File: config.mk
export PLATFORM = sky130hd
export DESIGN_NAME = ifmap_gin_buffer
export DESIGN_NICKNAME = d
export VERILOG_FILES = /design/src/rtl/ifmap_gin_buffer.sv
export SDC_FILE = /design/constraint.sdc
export NUM_CORES = 1
export LEC_CHECK = 0
export BUFFER_PORTS_ARGS = -buffer_cell sky130_fd_sc_hd__buf_4
export CAP_MARGIN = 20
export CORE_AREA = 2 2 176 178
export CTS_CLUSTER_DIAMETER = 100
export DETAILED_ROUTE_END_ITERATION = 10
export DIE_AREA = 0 0 178 180
export RECOVER_POWER = 50
export SYNTH_ARGS = -nofsm -noshare
export SYNTH_HDL_FRONTEND = slang
export SYNTH_SLANG_ARGS = --single-unit
export TNS_END_PERCENT = 30
File: constraint.sdc
create_clock -name i_clk -period 4.41 [get_ports i_clk]
set_input_delay 0.6615 -clock i_clk [delete_from_list [all_inputs] [get_ports i_clk]]
set_output_delay 0.6615 -clock i_clk [all_outputs]
set_load 0.01 [all_outputs]
File: src/rtl/ifmap_gin_buffer.sv
// Elastic FIFO between the GLB ifmap read port and the GIN multicast network,
// with per-pass word accounting, fill reporting and a sticky drop error.
//   state  | meaning
//   IDLE   | waiting for i_load_start; all pushes are dropped
//   STREAM | accepting GLB words until wr_cnt reaches the expected count
//   DRAIN  | no pushes; waiting for all expected words to leave the FIFO
//   DONE   | one-cycle completion pulse, then back to IDLE
module ifmap_gin_buffer #(
    parameter int DATA_W   = 16,
    parameter int TAG_W    = 9,
    parameter int DEPTH    = 8,
    parameter int AF_LEVEL = DEPTH - 2
) (
    input  logic                       i_clk,
    input  logic                       i_rst_n,
    input  logic                       i_load_start,
    input  logic [15:0]                i_expected_cnt,
    input  logic                       i_ifmap_valid,
    input  logic [TAG_W-1:0]           i_ifmap_tag,
    input  logic [DATA_W-1:0]          i_glb_rdata,
    output logic                       o_gin_valid,
    output logic [DATA_W-1:0]          o_gin_data,
    output logic [TAG_W-1:0]           o_gin_tag,
    input  logic                       i_gin_ready,
    output logic [$clog2(DEPTH):0]     o_count,
    output logic                       o_almost_full,
    output logic                       o_busy,
    output logic                       o_done,
    output logic                       o_err
);

    localparam int AW = $clog2(DEPTH);
    localparam int CW = AW + 1;

    typedef enum logic [1:0] {
        S_IDLE   = 2'd0,
        S_STREAM = 2'd1,
        S_DRAIN  = 2'd2,
        S_DONE   = 2'd3
    } state_t;

    state_t             state;
    logic [DATA_W-1:0]  data_mem [DEPTH];
    logic [TAG_W-1:0]   tag_mem  [DEPTH];
    logic [AW-1:0]      wr_ptr;
    logic [AW-1:0]      rd_ptr;
    logic [CW-1:0]      occ;
    logic [15:0]        exp_cnt;
    logic [15:0]        wr_cnt;
    logic [15:0]        rd_cnt;
    logic               err;

    logic empty;
    logic full;
    logic push;
    logic pop;
    logic drop;
    logic last_push;

    assign empty     = (occ == '0);
    assign full      = (occ == CW'(DEPTH));
    assign pop       = !empty && i_gin_ready;
    // A full FIFO still accepts a word when the head leaves in the same cycle.
    assign push      = (state == S_STREAM) && i_ifmap_valid && (!full || pop);
    assign drop      = i_ifmap_valid && !push;
    assign last_push = push && ((wr_cnt + 16'd1) == exp_cnt);

    always_ff @(posedge i_clk) begin
        if (push) begin
            data_mem[wr_ptr] <= i_glb_rdata;
            tag_mem[wr_ptr]  <= i_ifmap_tag;
        end
    end

    always_ff @(posedge i_clk) begin
        if (!i_rst_n) begin
            state   <= S_IDLE;
            wr_ptr  <= '0;
            rd_ptr  <= '0;
            occ     <= '0;
            exp_cnt <= '0;
            wr_cnt  <= '0;
            rd_cnt  <= '0;
            err     <= 1'b0;
        end else begin
            if (push) begin
                wr_ptr <= wr_ptr + 1'b1;
                wr_cnt <= wr_cnt + 16'd1;
            end
            if (pop) begin
                rd_ptr <= rd_ptr + 1'b1;
                rd_cnt <= rd_cnt + 16'd1;
            end

            case ({push, pop})
                2'b10:   occ <= occ + 1'b1;
                2'b01:   occ <= occ - 1'b1;
                default: occ <= occ;
            endcase

            if (drop) begin
                err <= 1'b1;
            end else if (state == S_IDLE && i_load_start) begin
                err <= 1'b0;
            end

            case (state)
                S_IDLE: begin
                    if (i_load_start) begin
                        exp_cnt <= i_expected_cnt;
                        wr_cnt  <= '0;
                        rd_cnt  <= '0;
                        state   <= (i_expected_cnt == 16'd0) ? S_DONE : S_STREAM;
                    end
                end
                S_STREAM: begin
                    if (last_push) begin
                        state <= S_DRAIN;
                    end
                end
                S_DRAIN: begin
                    if (rd_cnt == exp_cnt && empty) begin
                        state <= S_DONE;
                    end
                end
                S_DONE: begin
                    state <= S_IDLE;
                end
                default: begin
                    state <= S_IDLE;
                end
            endcase
        end
    end

    // Head is zeroed when empty so stale entries never leak after reset.
    assign o_gin_valid   = !empty;
    assign o_gin_data    = empty ? '0 : data_mem[rd_ptr];
    assign o_gin_tag     = empty ? '0 : tag_mem[rd_ptr];
    assign o_count       = occ;
    assign o_almost_full = (occ >= CW'(AF_LEVEL));
    assign o_busy        = (state != S_IDLE);
    assign o_done        = (state == S_DONE);
    assign o_err         = err;

endmodule

==> results of run 1 <==
==> critical path: cells and delay by family (launching register included) <==
kind                       cells  cell delay (ns)
adders and majority gates      1             0.21
and+or+nand+nor                2             0.59
buffers and inverters          5             1.80
AOI/OAI and AO/OA              1             0.16
DFF                            1             0.34
==> worst max-delay path by stage <==
stage / start / cells past startpoint / end
2_1_floorplan: i_gin_ready / 5 / data_mem[1][0]
3_3_place_gp: i_gin_ready / 8 / data_mem[2][8]
3_5_place_dp: i_gin_ready / 12 / o_count[3]
4_1_cts: flop / 5 / o_gin_tag[8]
5_1_grt: state[1] / 13 / o_count[3]
6_report: state[1] / 9 / data_mem[2][4]
==> sequential cells by signal, indices dropped and copies added (netlist names), named ones only <==
name      count
data_mem    128
exp_cnt      16
o_count       4
o_err         1
rd_cnt       16
rd_ptr        3
state         2
tag_mem      72
wr_cnt       16
wr_ptr        3
==> area by class of cell <==
| class | instances | area (sq um) |
|---|---|---|
| Sequential cell | 264 | 7290 |
| Inverter | 10 | 37.5 |
| Clock inverter | 10 | 92.6 |
| Timing Repair Buffer | 96 | 634 |
| Multi-Input combinational cell | 460 | 3860 |
| Fill cell | 2746 | 17000 |
| Tap cell | 396 | 495 |
| Clock buffer | 40 | 767 |
==> cells in the final DEF, fill, tap and decap left out, types with 15 or more instances in the layout <==
cell type    n
edfxtp_1   200
nand2_1     71
nor2_1      66
dfxtp_1     61
buf_4       58
mux4_2      50
clkbuf_1    44
xor2_1      37
mux2i_1     30
clkbuf_16   28
xnor2_1     25
a21boi_0    18
nand4_1     15
==> report_power, final <==
group,switching (W),internal (W)
registers,0.000187,0.00280
logic,0.000781,0.000773
clock network,0.000921,0.00127
==> metal layers <==
layer	share of wire, %	vias to the layer above	GRT usage [%]
li1	-	3099	-
met1	45	3249	20.9
met2	49	133	24.1
met3	4.9	28	2.39
met4	1.5	0	3.31
met5	0	-	0
==> metrics by stage <==
stage / cells / setup WS, ns / utilization [%] / instance area [sq um]
floorplan: 779 / -0.142 / - / 11400
global placement: 1225 / 1.49 / 41.2 / 12400
detailed placement: 1226 / 1.38 / 41.3 / 12500
CTS: 1276 / 1.01 / 44.2 / 13300
global route: 1276 / 0.636 / 43.6 / 13200
finish: 1276 / 0.963 / 43.6 / 13200
==> logic make-up after synthesis <==
logic type | after synthesis | synth area share, %
buffers and inverters | 55 | 2.20
AND/OR/NAND/NOR | 236 | 10.6
adder cells (fa/ha/maj) | 13 | 1.50
multiplexers | 80 | 12.5
flip-flops | 264 | 64.1
XOR/XNOR | 62 | 4.78
AO/OA/AOI/OAI | 69 | 4.29
==> synthesized netlist by cell type (7+ instances only) <==
library cell	number
dfxtp_1	64
nand3_1	11
nor2b_1	8
and2_1	9
a21boi_0	18
xor2_1	37
nand2_1	71
mux2i_1	30
mux4_2	50
clkbuf_1	24
nor2_1	66
xnor2_1	25
buf_2	13
nor4_1	9
nand4_1	15
a21oi_1	9
o21ai_0	12
nor3_1	12
ha_1	12
inv_1	10
and3_1	7
edfxtp_1	200
==> flow_metrics.tcl, run 1 <==
set metrics [dict create \
    outcome "finished clean" \
    tns_ns 0 \
    drc_errors 0 \
    area_growth_pct 15.9 \
    via_per_inst 5.10 \
    synth_cells 779 \
    slowest_delay_ns 0.58 \
    drt_iter0_markers 533 \
    leakage_nw 4.33 \
    die_height_um 180 \
    cp_max_fo 20 \
    rsz0062_at_grt "no" \
    fp.dieW_um 178 \
    finalSetupViolations 0 \
    cts_buffer_depth 3 \
    syn-num-nets 838 \
    cts.repair.resized 0 \
    critical_path.startpoint_type "flop" \
    antenna_found_initial 0 \
    cts.clk_slew.worst_paths_ns 0.06 \
    cts_num_sinks 264 \
    worst_ep_arrival_time_ns 3.65 \
    dieArea_sq_um 32000 \
    slowest_stage "clkbuf_1" \
    cts_tree "done" \
    tightest_slew_ns 1.04 \
    timing.fmax_mhz 290 \
    wl_um 23500 \
    synth_top_cell_area_share_pct 52.8 \
    yosysUniqueCellTypes 61 \
    endpoint_kind "flop" \
    hold_end "exp_cnt[15]" \
    htree_levels 1 \
    grt_pass1_vias 6517 \
    hold_path_startpoint "i_expected_cnt[15]" \
    num_antenna_cells 0 \
    postRouteAntennaNets 0 \
    syn_avg_cell_area_sq_um 14.6 \
    synth_area_sq_um 11400 \
    drv_cap 0 \
    worstHoldPathType "input port to flop" \
    place_congestion 0.851 \
    r2r_start "state[1]" \
    wire_per_inst_um 18.4 \
    synth.area.top_cells "edfxtp_1 (53%), dfxtp_1 (11%), mux4_2 (9.9%)" \
    grt_pass1_wl_um 36900 \
    grt_max_degree 37 \
    overflow 0 \
    cts_hold_buffers 0 \
    drive_gt1_share_pct 19.0 \
    reg2reg_slack_ns 0.96 \
    worstPathCellList "inv_1 -> ha_1 -> nand2_1 -> a31oi_1 -> clkbuf_1 -> inv_1 -> clkbuf_1 -> nor4b_4 -> buf_4" \
    synth_top_area_cell "edfxtp_1" \
    async_reset_ff_share_pct 0 \
    worstPathRequired_ns 4.61 \
    fin_total_pwr_w 0.00673 \
    cts_setup_buffers 0 \
    num_rows 64 \
    finalCriticalPeriod_ns 3.45 \
    hold_viol_final 0 \
    io_pins 80 \
    drtPass1Iterations 4 \
    numCtsBuffers 27 \
    p_per_area_nw_per_um2 511 \
    io_buffers 79 \
    vias 6509 \
    peakVddDrop_mv 0.305 \
    drv_slew 0 \
    synthFlopType "edfxtp_1" \
    dp_hpwl_um 14900 \
    grt.total_usage_pct 14.8 \
    holdPathStages 3 \
    nets 918 \
    critPathKind "flop to flop" \
    min_period_over_period_pct 78.2 \
    reg2reg_depth 9 \
    synth_edf_count 200 \
    worst_hold_slack_ns 0.389 \
    insertion_delay_ns 0.54 \
    crit-reg2reg-capture "data_mem[2][4]" \
    ys_warn_count 0 \
    cts.root.buffer_cell "clkbuf_16" \
    finClkSkew_ns 0.00708 \
    coreArea_sq_um 30200 \
    initial_core_util_pct 37.7 \
    synth_seq_area_share_pct 64.1 \
    ys_ff_latch 264 \
    maxSlewHeadroom_pct 30.9 \
]
(Power assumes the default switching activity.)
==> run 2, diff against run 1 <==
==> constraint.sdc (replaced) <==
create_clock -name i_clk -period 3.28 [get_ports i_clk]
set_input_delay 0.492 -clock i_clk [delete_from_list [all_inputs] [get_ports i_clk]]
set_output_delay 0.492 -clock i_clk [all_outputs]
set_load 0.01 [all_outputs]
==> flow_metrics.tcl, run 2 (synthesis gave the netlist of run 1 again) <==
set metrics [dict create \
    rsz0062_at_grt "no" \
    holdPathStages 3 \
    place_congestion 0.879 \
    cp_max_fo 17 \
    power_frac_comb_pct 23.6 \
    final_common_cell "edfxtp_1" \
    initial_core_util_pct 37.7 \
    cts_num_sinks 264 \
    top_regs "data_mem x128, tag_mem x72" \
    multiInputGateArea_sq_um 3880 \
    p_per_area_nw_per_um2 698 \
    grt.total_usage_pct 15.3 \
    cts_setup_buffers 0 \
    power_switching_share_pct 28.3 \
    drive_gt1_share_pct 20.7 \
    die_height_um 180 \
    drv_slew 0 \
    cts.repair.resized 0 \
    worstPathRequired_ns 2.79 \
    worst_ep_arrival_time_ns 2.44 \
    critical_path.startpoint_type "flop" \
    peakVddDrop_mv 0.393 \
    largest_register_ffs 128 \
    timing.fmax_mhz 341 \
    min_period_over_period_pct 89.4 \
    antenna_found_initial 1 \
    maxSlewHeadroom_pct 28.1 \
    via_per_inst 5.12 \
    drt_iter0_markers 370 \
    final_cell_mix "edfxtp_1 (200), nand2_1 (71), buf_4 (70)" \
    finClkSkew_ns 0.0122 \
    switchingPower_w 0.00264 \
    outcome "finished clean" \
    drtPass1Iterations 4 \
    crit-reg2reg-capture "state[1]" \
    overflow 0 \
    finalSetupViolations 0 \
    fp.dieW_um 178 \
    nets 930 \
    cts_buffer_depth 3 \
    htree_levels 1 \
    final_cells 1290 \
    critPathKind "flop to primary output" \
    drv_cap 0 \
    num_rows 64 \
    hold_viol_final 0 \
    grt_pass1_vias 6753 \
    reg2reg_slack_ns 0.37 \
    dieArea_sq_um 32000 \
    worstHoldPathType "input port to flop" \
    area_growth_pct 17.2 \
    regMostFlops "data_mem" \
    vias 6611 \
    cts.clk_slew.worst_paths_ns 0.06 \
    num_antenna_cells 0 \
    drc_errors 0 \
    p_clk_share_pct 33.7 \
    reg2reg_depth 10 \
    wire_per_inst_um 18.6 \
    cts.root.buffer_cell "clkbuf_16" \
    fin_total_pwr_w 0.00930 \
    leakage_nw 4.42 \
    hold_path_startpoint "i_expected_cnt[8]" \
    numCtsBuffers 29 \
    r2r_start "state[1]" \
    intPower_w 0.00667 \
    tightest_slew_ns 1.08 \
    finalCriticalPeriod_ns 2.93 \
    hold_end "exp_cnt[8]" \
    io_pins 80 \
    regArea_sq_um 7290 \
    place_inst 1236 \
    grt_pass1_wl_um 38100 \
    insertion_delay_ns 0.55 \
    coreArea_sq_um 30200 \
    wl_um 24000 \
    endpoint_kind "primary output" \
    cts_hold_buffers 0 \
    dp_hpwl_um 15300 \
    fillerInstances 2702 \
    postRouteAntennaNets 0 \
    io_buffers 79 \
    grt_max_degree 37 \
    seqPwrFrac_pct 42.7 \
    cts_tree "done" \
]
==> run 2: cell types whose count changed in the layout (fill, tap and decap cells not counted), sizes merged <==
cell / change
buf: +11
clkinv: +4
clkbuf: -2
bufinv: +1
==> run 2: critical path, cell delays in order (launching register included) <==
cell     delay [ns]
dfxtp_4        0.56
buf_4          0.35
mux4_2         0.54
mux2i_1        0.17
nor2_1         0.09
buf_4          0.17
==> run 2: per-layer routing <==
| layer | track usage (%) | part of all wire, % | routed length (um) | up-vias |
|---|---|---|---|---|
| met5 | 0 | 0.037 | 9 | - |
| met4 | 4.43 | 2.4 | 588 | 2 |
| met2 | 25.0 | 48 | 11500 | 172 |
| li1 | - | - | - | 3126 |
| met1 | 21.0 | 45 | 10800 | 3267 |
| met3 | 2.37 | 4.7 | 1140 | 44 |
==> run 2: area by class of cell <==
cell class              instances  area share [%]
clock buffers                  39            5.83
clock inverters                15            1.11
inverters                      10           0.282
multi-input cells             460            29.1
flip-flops and latches        264            54.7
well taps                     396            3.72
repair buffers                106            5.20
==> run 2: power groups by stage <==
stage	Sequential [W]	Combinational [W]	Clock, W
global route	0.00400	0.00244	0.00336
global placement	0.00406	0.00227	0
floorplan	0.00393	0.00151	0
CTS	0.00399	0.00231	0.00321
detailed placement	0.00406	0.00230	0
finish	0.00398	0.00219	0.00313
==> run 2: worst max path at each step <==
| stage | slack, ns | start | endpoint |
|---|---|---|---|
| 2_1_floorplan | -0.43 | o_count[0] | data_mem[6][0] |
| 3_3_place_gp | 0.77 | wr_cnt[3] | state[1] |
| 3_5_place_dp | 0.71 | wr_cnt[3] | state[1] |
| 4_1_cts | 0.25 | flop | o_gin_tag[6] |
| 5_1_grt | 0.09 | state[1] | state[1] |
| 6_report | 0.35 | flop | o_gin_tag[6] |
==> run 2: metrics by stage <==
stage / setup slack (ns) / setup TNS (ns) / area [sq um] / util [%] / hold WS (ns)
after floorplan: -0.427 / -32.66 / 11400 / - / 0.473
after global placement: 0.766 / 0 / 12500 / 41.6 / 0.488
after detailed placement: 0.712 / 0 / 12500 / 41.6 / 0.492
after CTS: 0.253 / 0 / 13500 / 44.6 / 0.148
after global routing: 0.0912 / 0 / 13300 / 44.1 / 0.198
final: 0.349 / 0 / 13300 / 44.1 / 0.201
==> run 3, diff against run 2 <==
--- a/config.mk
+++ b/config.mk
@@ -7,10 +7,10 @@
 export LEC_CHECK = 0
 export BUFFER_PORTS_ARGS = -buffer_cell sky130_fd_sc_hd__buf_4
 export CAP_MARGIN = 20
-export CORE_AREA = 2 2 176 178
+export CORE_AREA = 2 2 168 187
 export CTS_CLUSTER_DIAMETER = 100
 export DETAILED_ROUTE_END_ITERATION = 10
-export DIE_AREA = 0 0 178 180
+export DIE_AREA = 0 0 170 189
 export RECOVER_POWER = 50
 export SYNTH_ARGS = -nofsm -noshare
 export SYNTH_HDL_FRONTEND = slang
==> flow_metrics.tcl, run 3 (synthesis gave the netlist of run 1 again) <==
set metrics [dict create \
    coreArea_sq_um 30200 \
    cts_num_sinks 264 \
    numCtsBuffers 28 \
    power_frac_comb_pct 23.4 \
    io_pins 80 \
    wire_per_inst_um 18.8 \
    worstHoldPathType "input port to flop" \
    wl_um 23800 \
    slowest_delay_ns 0.54 \
    p_per_area_nw_per_um2 704 \
    switchingPower_w 0.00253 \
    drv_cap 0 \
    cts.root.buffer_cell "clkbuf_16" \
    htree_levels 1 \
    postRouteAntennaNets 0 \
    grt_pass1_wl_um 37300 \
    worstPathCellList "buf_12 -> mux4_2 -> mux2i_1 -> nor2_1 -> buf_4" \
    drc_errors 0 \
    fp.dieW_um 170 \
    vias 6567 \
    p_clk_share_pct 34.5 \
    cts.clk_slew.worst_paths_ns 0.06 \
    largest_register_ffs 128 \
    peakVddDrop_mv 0.470 \
    via_per_inst 5.18 \
    antenna_found_initial 1 \
    finalCriticalPeriod_ns 2.80 \
    cts_buffer_depth 3 \
    grt_max_degree 37 \
    num_antenna_cells 0 \
    grt_pass1_vias 6624 \
    maxSlewHeadroom_pct 32.8 \
    insertion_delay_ns 0.54 \
    final_common_cell "edfxtp_1" \
    timing.fmax_mhz 357 \
    fin_ws_ns 0.476 \
    tightest_slew_ns 1.01 \
    tns_ns 0 \
    place_area_sq_um 12500 \
    leakage_nw 4.40 \
    dp_hpwl_um 15200 \
    pre_cts_slack_ns 0.772 \
    io_buffers 79 \
    grt.total_usage_pct 14.8 \
    initial_core_util_pct 37.7 \
    top_regs "data_mem x128, tag_mem x72" \
    drt_iter0_markers 493 \
    cts.repair.resized 0 \
    drtPass1Iterations 4 \
    intPower_w 0.00682 \
    nets 926 \
    critPathKind "flop to primary output" \
    final_core_util_pct 44.1 \
    overflow 0 \
    die_height_um 189 \
    cp.buffers_inverters 2 \
    worstPathRequired_ns 2.79 \
    finalSetupViolations 0 \
    critical_path.startpoint_type "flop" \
    cp_top_family "multiplexers" \
    cts_tree "done" \
    worst_ep_arrival_time_ns 2.31 \
    power_switching_share_pct 27.1 \
    dieArea_sq_um 32100 \
    min_period_over_period_pct 85.5 \
    final_cell_mix "edfxtp_1 (200), nand2_1 (71), buf_4 (68)" \
    endpoint_kind "primary output" \
    cts_hold_buffers 0 \
    rsz0062_at_grt "no" \
    drv_slew 0 \
    drive_gt1_share_pct 20.0 \
    area_growth_pct 16.9 \
    finClkSkew_ns 0.0204 \
    design_area_sq_um 13300 \
    seqPwrFrac_pct 42.1 \
    cts_setup_buffers 0 \
    regMostFlops "data_mem" \
    num_rows 67 \
    outcome "finished clean" \
    place_congestion 0.825 \
    slowest_stage "mux4_2" \
    hold_viol_final 0 \
    cp_max_fo 30 \
]
## run 3: cell count changes in the layout (fill, tap and decap cells not counted), sizes merged
cell	delta
buf	-3
inv	-2
bufinv	+3
clkbuf	-5
clkinvlp	+1
## run 3: power by group through the flow
stage	Clock, W	Combinational [W]	Sequential, W
after global routing	0.00345	0.00241	0.00396
after global placement	0	0.00228	0.00402
final	0.00323	0.00219	0.00394
after CTS	0.00332	0.00230	0.00395
after floorplan	0	0.00151	0.00393
after detailed placement	0	0.00229	0.00402
## run 3: layout make-up
| type | count | area, sq um |
|---|---|---|
| Multi-Input combinational cell | 460 | 3880 |
| Tap cell | 379 | 474 |
| Clock buffer | 34 | 744 |
| Inverter | 10 | 37.5 |
| Sequential cell | 264 | 7290 |
| Clock inverter | 17 | 209 |
| Timing Repair Buffer | 103 | 658 |
| Fill cell | 2735 | 16900 |
## run 3: worst paths after layout
path	startpoint	cells past startpoint	slack, ns	endpoint
hold / removal	i_expected_cnt[6]	3	0.22	exp_cnt[6]
setup reg to reg	o_count[0]	9	0.54	o_count[3]
setup / recovery	flop	5	0.48	o_gin_tag[8]
hold reg to reg	wr_cnt[1]	2	0.51	wr_cnt[1]
## run 3: routing by layer
metal | global-route usage [%] | routed length [um] | vias up
li1 | - | - | 3112
met5 | 0 | 13 | -
met2 | 25.7 | 11600 | 161
met1 | 19.4 | 10400 | 3258
met4 | 3.88 | 465 | 2
met3 | 2.45 | 1280 | 34
## run 3: tightest hold or removal path, cell delays in order
cell	delay [ns]
buf_4	0.11
nand2_1	0.04
a21boi_0	0.06
## run 3: through the flow
| stage | total power [W] | hold WS, ns | cells |
|---|---|---|---|
| floorplan | 0.00544 | 0.473 | 779 |
| global placement | 0.00629 | 0.487 | 1216 |
| detailed placement | 0.00631 | 0.497 | 1216 |
| CTS | 0.00957 | 0.161 | 1267 |
| finish | 0.00936 | 0.217 | 1267 |
| global route | 0.00982 | 0.204 | 1267 |
